File: src/rtl/vid_timing_rx.sv
// rtl/vid_timing_rx.sv - display stream monitor: frame geometry, mode decode, lock and timing-error flags
// Optional pixel checksum (FRAME_SUM) is built only when VID_RX_SUM_EN is defined.
module vid_timing_rx #(
  parameter int HW     = 12,
  parameter int VW     = 11,
  parameter int LOCK_N = 2,
  parameter int VGA_HT = 800,
  parameter int VGA_HA = 640,
  parameter int VGA_VT = 525,
  parameter int VGA_VA = 480,
  parameter int XGA_HT = 1344,
  parameter int XGA_HA = 1024,
  parameter int XGA_VT = 806,
  parameter int XGA_VA = 768
) (
  input  logic          DCLK,
  input  logic          RST_X,
  input  logic          VID_HSYNC_X,
  input  logic          VID_VSYNC_X,
  input  logic          VID_DE,
  input  logic [7:0]    VID_R,
  input  logic [7:0]    VID_G,
  input  logic [7:0]    VID_B,
  output logic [HW-1:0] H_TOTAL,
  output logic [HW-1:0] H_ACTIVE,
  output logic [VW-1:0] V_TOTAL,
  output logic [VW-1:0] V_ACTIVE,
  output logic [1:0]    MODE,
  output logic          LOCKED,
  output logic          FRAME_DONE,
  output logic          TIMING_ERR,
  output logic [23:0]   FRAME_SUM
);

  typedef enum logic [1:0] {S_SEARCH, S_MEASURE, S_LOCK} state_t;

  localparam logic [HW-1:0] HMAX    = {HW{1'b1}};
  localparam logic [VW-1:0] VMAX    = {VW{1'b1}};
  localparam logic [7:0]    LOCK_M1 = 8'(LOCK_N - 1);

  state_t        state, state_nxt;
  logic          hs1, hs2, vs1, vs2, de1;
  logic          hfall, vfall, run;
  logic [HW-1:0] hcnt, decnt, de_ref, hcap;
  logic [VW-1:0] vcnt, vact;
  logic          de_ref_v, de_bad, sat, hcap_v, prev_good;
  logic          line_de, sat_now;
  logic [HW-1:0] fin_ht, fin_ha;
  logic [VW-1:0] fin_vt, fin_va;
  logic          fin_good, same;
  logic [1:0]    fin_mode;
  logic [7:0]    match, match_nxt, match_inc;
  logic          locked_nxt, terr_nxt, fdone_nxt, latch;

  function automatic logic [HW-1:0] hinc(input logic [HW-1:0] v);
    return (v == HMAX) ? v : v + 1'b1;
  endfunction

  function automatic logic [VW-1:0] vinc(input logic [VW-1:0] v);
    return (v == VMAX) ? v : v + 1'b1;
  endfunction

  // Sync regs reset low so a sync held low across reset never reads as a fall.
  always_ff @(posedge DCLK or negedge RST_X) begin
    if (!RST_X) begin
      hs1 <= 1'b0;
      hs2 <= 1'b0;
      vs1 <= 1'b0;
      vs2 <= 1'b0;
      de1 <= 1'b0;
    end else begin
      hs1 <= VID_HSYNC_X;
      hs2 <= hs1;
      vs1 <= VID_VSYNC_X;
      vs2 <= vs1;
      de1 <= VID_DE;
    end
  end

  assign hfall = hs2 & ~hs1;
  assign vfall = vs2 & ~vs1;
  assign run   = (state != S_SEARCH) | vfall;

  assign line_de = (decnt != '0);
  assign sat_now = (hcnt == HMAX) | (decnt == HMAX) | (vcnt == VMAX) | (vact == VMAX);

  always_ff @(posedge DCLK or negedge RST_X) begin
    if (!RST_X) begin
      hcnt     <= '0;
      decnt    <= '0;
      vcnt     <= '0;
      vact     <= '0;
      de_ref   <= '0;
      de_ref_v <= 1'b0;
      de_bad   <= 1'b0;
      sat      <= 1'b0;
      hcap     <= '0;
      hcap_v   <= 1'b0;
    end else if (!run) begin
      hcnt     <= '0;
      decnt    <= '0;
      vcnt     <= '0;
      vact     <= '0;
      de_ref   <= '0;
      de_ref_v <= 1'b0;
      de_bad   <= 1'b0;
      sat      <= 1'b0;
      hcap     <= '0;
      hcap_v   <= 1'b0;
    end else begin
      hcnt <= hfall ? HW'(1) : hinc(hcnt);
      if (hfall || vfall)
        decnt <= {{(HW-1){1'b0}}, de1};
      else if (de1)
        decnt <= hinc(decnt);
      // The closing frame is evaluated combinationally; here the new frame starts at line 0.
      if (vfall) begin
        vcnt     <= {{(VW-1){1'b0}}, hfall};
        vact     <= '0;
        de_ref   <= '0;
        de_ref_v <= 1'b0;
        de_bad   <= 1'b0;
        sat      <= 1'b0;
        hcap     <= '0;
        hcap_v   <= 1'b0;
      end else begin
        sat <= sat | sat_now;
        if (hfall) begin
          vcnt <= vinc(vcnt);
          if (!hcap_v) begin
            hcap   <= hcnt;
            hcap_v <= 1'b1;
          end
          if (line_de) begin
            vact <= vinc(vact);
            if (!de_ref_v) begin
              de_ref   <= decnt;
              de_ref_v <= 1'b1;
            end else if (decnt != de_ref) begin
              de_bad <= 1'b1;
            end
          end
        end
      end
    end
  end

  // Closing-frame view: folds in the line still open when VSYNC falls.
  assign fin_ht   = hcap_v ? hcap : hcnt;
  assign fin_ha   = de_ref_v ? de_ref : decnt;
  assign fin_vt   = vcnt;
  assign fin_va   = line_de ? vinc(vact) : vact;
  assign fin_good = ~(sat | sat_now) & ~de_bad & ~(line_de & de_ref_v & (decnt != de_ref));
  assign same     = fin_good & prev_good & (fin_ht == H_TOTAL) & (fin_ha == H_ACTIVE) &
                    (fin_vt == V_TOTAL) & (fin_va == V_ACTIVE);

  always_comb begin
    fin_mode = 2'b00;
    if (fin_good && fin_ht == HW'(VGA_HT) && fin_ha == HW'(VGA_HA) &&
        fin_vt == VW'(VGA_VT) && fin_va == VW'(VGA_VA))
      fin_mode = 2'b01;
    else if (fin_good && fin_ht == HW'(XGA_HT) && fin_ha == HW'(XGA_HA) &&
             fin_vt == VW'(XGA_VT) && fin_va == VW'(XGA_VA))
      fin_mode = 2'b10;
  end

  assign match_inc = match + 8'd1;

  always_comb begin
    state_nxt  = state;
    match_nxt  = match;
    locked_nxt = LOCKED;
    terr_nxt   = TIMING_ERR;
    fdone_nxt  = 1'b0;
    latch      = 1'b0;
    case (state)
      S_SEARCH: begin
        if (vfall) state_nxt = S_MEASURE;
      end
      S_MEASURE: begin
        if (vfall) begin
          latch     = 1'b1;
          fdone_nxt = 1'b1;
          if (same) begin
            match_nxt = match_inc;
            if (match_inc >= LOCK_M1) begin
              state_nxt  = S_LOCK;
              locked_nxt = 1'b1;
            end
          end else begin
            match_nxt = '0;
          end
        end
      end
      S_LOCK: begin
        if (vfall) begin
          latch     = 1'b1;
          fdone_nxt = 1'b1;
          if (!same) begin
            terr_nxt   = 1'b1;
            locked_nxt = 1'b0;
            match_nxt  = '0;
            state_nxt  = S_MEASURE;
          end
        end
      end
      default: state_nxt = S_SEARCH;
    endcase
  end

  always_ff @(posedge DCLK or negedge RST_X) begin
    if (!RST_X) begin
      state      <= S_SEARCH;
      match      <= '0;
      LOCKED     <= 1'b0;
      TIMING_ERR <= 1'b0;
      FRAME_DONE <= 1'b0;
      H_TOTAL    <= '0;
      H_ACTIVE   <= '0;
      V_TOTAL    <= '0;
      V_ACTIVE   <= '0;
      MODE       <= 2'b00;
      prev_good  <= 1'b0;
    end else begin
      state      <= state_nxt;
      match      <= match_nxt;
      LOCKED     <= locked_nxt;
      TIMING_ERR <= terr_nxt;
      FRAME_DONE <= fdone_nxt;
      if (latch) begin
        H_TOTAL   <= fin_ht;
        H_ACTIVE  <= fin_ha;
        V_TOTAL   <= fin_vt;
        V_ACTIVE  <= fin_va;
        MODE      <= fin_mode;
        prev_good <= fin_good;
      end
    end
  end

`ifdef VID_RX_SUM_EN
  logic [23:0] rgb1, sum_acc;

  always_ff @(posedge DCLK or negedge RST_X) begin
    if (!RST_X) begin
      rgb1      <= '0;
      sum_acc   <= '0;
      FRAME_SUM <= '0;
    end else begin
      rgb1 <= {VID_R, VID_G, VID_B};
      if (!run)
        sum_acc <= '0;
      else if (vfall)
        sum_acc <= de1 ? rgb1 : 24'h0;
      else if (de1)
        sum_acc <= sum_acc + rgb1;
      if (latch) FRAME_SUM <= sum_acc;
    end
  end
`else
  logic unused_rgb;
  assign unused_rgb = ^{VID_R, VID_G, VID_B};
  assign FRAME_SUM  = 24'h0;
`endif

endmodule

File: config.mk
export PLATFORM = sky130hd
export DESIGN_NAME = vid_timing_rx
export DESIGN_NICKNAME = d
export VERILOG_FILES = /design/src/rtl/vid_timing_rx.sv
export SDC_FILE = /design/constraint.sdc
export NUM_CORES = 1
export LEC_CHECK = 0
export ABC_AREA = 1
export BUFFER_PORTS_ARGS = -buffer_cell sky130_fd_sc_hd__buf_2
export CAP_MARGIN = 5
export CORE_ASPECT_RATIO = 0.6
export CORE_MARGIN = 1
export CORE_UTILIZATION = 59
export DETAILED_ROUTE_END_ITERATION = 12
export PLACE_DENSITY = 0.78
export SYNTH_ARGS = -nofsm -noshare
export SYNTH_HDL_FRONTEND = slang
export SYNTH_SLANG_ARGS = --single-unit
File: constraint.sdc
create_clock -name DCLK -period 3 [get_ports DCLK]
set_input_delay 0.6 -clock DCLK [delete_from_list [all_inputs] [get_ports DCLK]]
set_output_delay 0.6 -clock DCLK [all_outputs]
set_load 0.1 [all_outputs]
==> run metrics <==
outcome finished, final reports clean; Seq/Total Area, Yosys 39.72%; Post-Syn Area 8884 um2; initial antenna violation count 0; Root Buffer clkbuf_16; Least-Margin Pin Slew 0.8733 ns; GRT overflow 0; combinational share of power 50.0%; switching portion of total power 51.63%; worst reg-to-reg path cell count 18; chip width 160.4 um; nets 1360; Setup TNS 0 ns; Setup WS pre-CTS 0.2220 ns; Diodes inserted 0; Syn Area/Cell 7.056 um2; register cell area after layout 3528 um2; CORE AREA 14590 um2; port bufs 55; setup violators final 0; Num CTS Buffers 17; H-tree depth 4; R2R Path End state[1]$_DFFE_PN0P_; peak supply drop 0.6595 mV; footprint of the multi-input gates 4387 um2; Distinct cells, synth 46; WL per Instance 15.57 um; max-slew violation count 0; die area 15570 um2; Initial DRC Count 1095; fin crit period 2.728 ns; commonest cells after routing, fill and taps aside nand2_1 (382), inv_1 (173), dfrtp_1 (141); TritonRoute pass-1 iters 5; Hold Crit Class primary input to async pin; CTS max path bufs 2; Filler Cells Inserted 1245; DP Area 9283 um2; WP data required 3.32 ns; Hold Fails Final Rpt 0; largest net degree at the start of global routing 94; Int Pwr 4370 uW; first-pass GRT wire length 38.99 mm; RSZ-0062 raised after global routing no; CTS tree yes; clock slew at reported path FFs 0.07 ns; Critical path origin decnt[0]$_DFFE_PN0P_; critical path endpoint state[1]$_DFFE_PN0P_; Inst Count DP 1498; Clock power frac 22.6%; Leak Pwr 0.004923 uW; post-route design area 9852 um2; pwr/cell area 917.1 nW/um2; Yosys reg bits 141; clock skew 0.01370 ns; # DRC 0; Total GRT Usage 31.95%; FF-to-FF setup slack 0.27 ns; reg-to-reg startpoint decnt[0]$_DFFE_PN0P_; vias in the first global route 7448; Setup CP Type register to register; Routed WL 23.83 mm; Die Span Y 97.05 um; DR vias 8449; Yosys Warn Count 0; final cell count without fillers 1530; Clock Sinks 141; via-per-instance ratio 5.522; detailed placement HPWL 17.53 mm; Post-synth EDFFs 0; Syn Inst Count 1259; IO Pins 104; layout cell share with drive strength beyond 1 13.74%; critical path arrival 3.05 ns; startpoint types register; critical path peak fanout 13; fmax 366.6 MHz; Seq pwr share 27.3%; DRT antenna net count 0; Slew headroom 41.78%; final worst slack 0.2723 ns; commonest non-fill, non-tap cell in the layout nand2_1; NetSw 4665 uW; num rows 34; Async S/R FF share, synth 100.0%; crit share post-route 90.92%; CP endpoint kind register; max_cap viols 0; clock insertion delay at the later pin of the skew report 0.43 ns; Layout area overhead 10.90%; ys flop type dfrtp_1; global placement routability congestion 0.9210; Initial Util 60.88%
## worst max-delay path, cell delays in order, from the launching register on
cell and delay, ns:
dfrtp_1 0.45, inv_1 0.11, ha_1 0.23, nand3_1 0.10
nor2_2 0.05, nand2_2 0.23, nand2_1 0.15, nand2_1 0.15
nand2_4 0.08, nand2_2 0.05, nand2_1 0.11, nor2_2 0.13
nand2_1 0.07, nor2_2 0.17, nand3_2 0.15, o21bai_4 0.19
nand2_2 0.08, nand2_1 0.05, nand2_1 0.05
## routing by layer
| metal | share of wire (%) | GRT usage, % | wire, um | up-vias |
|---|---|---|---|---|
| met5 | 0 | 0 | 0 | - |
| met4 | 1.5 | 8.498 | 356 | 0 |
| met3 | 10 | 7.725 | 2402 | 37 |
| met2 | 41 | 43.86 | 9739 | 411 |
| met1 | 48 | 49.62 | 11330 | 3897 |
| li1 | - | - | - | 4104 |
## power groups by stage
stage	registers, uW	logic, uW	clock network (uW)
2_1_floorplan	3450	2500	0
3_3_place_gp	2480	4350	0
3_5_place_dp	2490	4420	0
4_1_cts	2460	4450	2050
5_1_grt	2510	4910	2140
6_report	2470	4520	2040
## worst min path at each step
stage	from	endpoint	cells past startpoint
2_1_floorplan	RST_X	FRAME_DONE$_DFF_PN0_	0
3_3_place_gp	hs1$_DFF_PN0_	hs2$_DFF_PN0_	0
3_5_place_dp	hs1$_DFF_PN0_	hs2$_DFF_PN0_	0
4_1_cts	RST_X	decnt[2]$_DFFE_PN0P_	1
5_1_grt	RST_X	decnt[2]$_DFFE_PN0P_	1
6_report	RST_X	decnt[2]$_DFFE_PN0P_	1
## stage by stage
stage                     total power [uW]  hold slack [ns]  utilization (%)
after floorplan                       5950           0.3044                -
after global placement                6835           0.3643            63.62
after detailed placement              6915           0.3727            63.62
after CTS                             8966           0.1965            67.47
after global routing                  9553           0.2044            67.52
final                                 9035           0.1375            67.52
## sequential cells by signal (all words and copies together) (netlist names), 2 cells and up
register	flops
match	8
MODE	2
de_ref	12
V_ACTIVE	11
vact	11
hcap	12
H_ACTIVE	12
V_TOTAL	11
fin_vt	11
decnt	12
state	2
H_TOTAL	12
hcnt	12
## area by class of cell
class,count,area share [%]
clock inverter,14,1.245
timing repair buffer,70,4.128
sequential,141,35.81
inverter,190,7.315
tap,198,2.515
multi-input combinational,899,44.53
clock buffer,18,4.458
## cell usage after synthesis, types with 6 or more instances
cell	number	share of area [%]
nand3_2	11	1.2
nand2_2	21	1.5
o22ai_1	25	1.8
dfrtp_1	141	40
nor2_1	94	4.0
nand4_1	17	1.2
nor2_2	12	0.85
nand2_1	383	16
o21ai_2	7	0.69
xnor2_1	9	0.89
ha_1	12	1.7
nor4_1	10	0.70
nand3b_1	11	0.93
nor3_1	31	1.7
o21ai_0	81	4.6
buf_6	6	0.76
clkbuf_1	15	0.63
inv_1	173	7.3
nand3_1	84	4.7
a21oi_1	25	1.4
nand2_4	7	0.89
inv_2	13	0.55
buf_4	26	2.2
## what timing repair did
item	4_1_cts	5_1_grt
hold buffers	0	0
gates resized for setup	0	1
setup buffers	0	0
endpoints found under the setup margin	0	4
## kinds of logic after synthesis
family	after synthesis	synth area share [%]
simple gates	689	34.85
buf+inv	242	11.99
compound gates	160	10.34
flops	141	39.72
xor+xnor	14	1.380
fa+ha+maj	12	1.690
other cells	1	0.04221
Power figures use the tool's default switching activity.
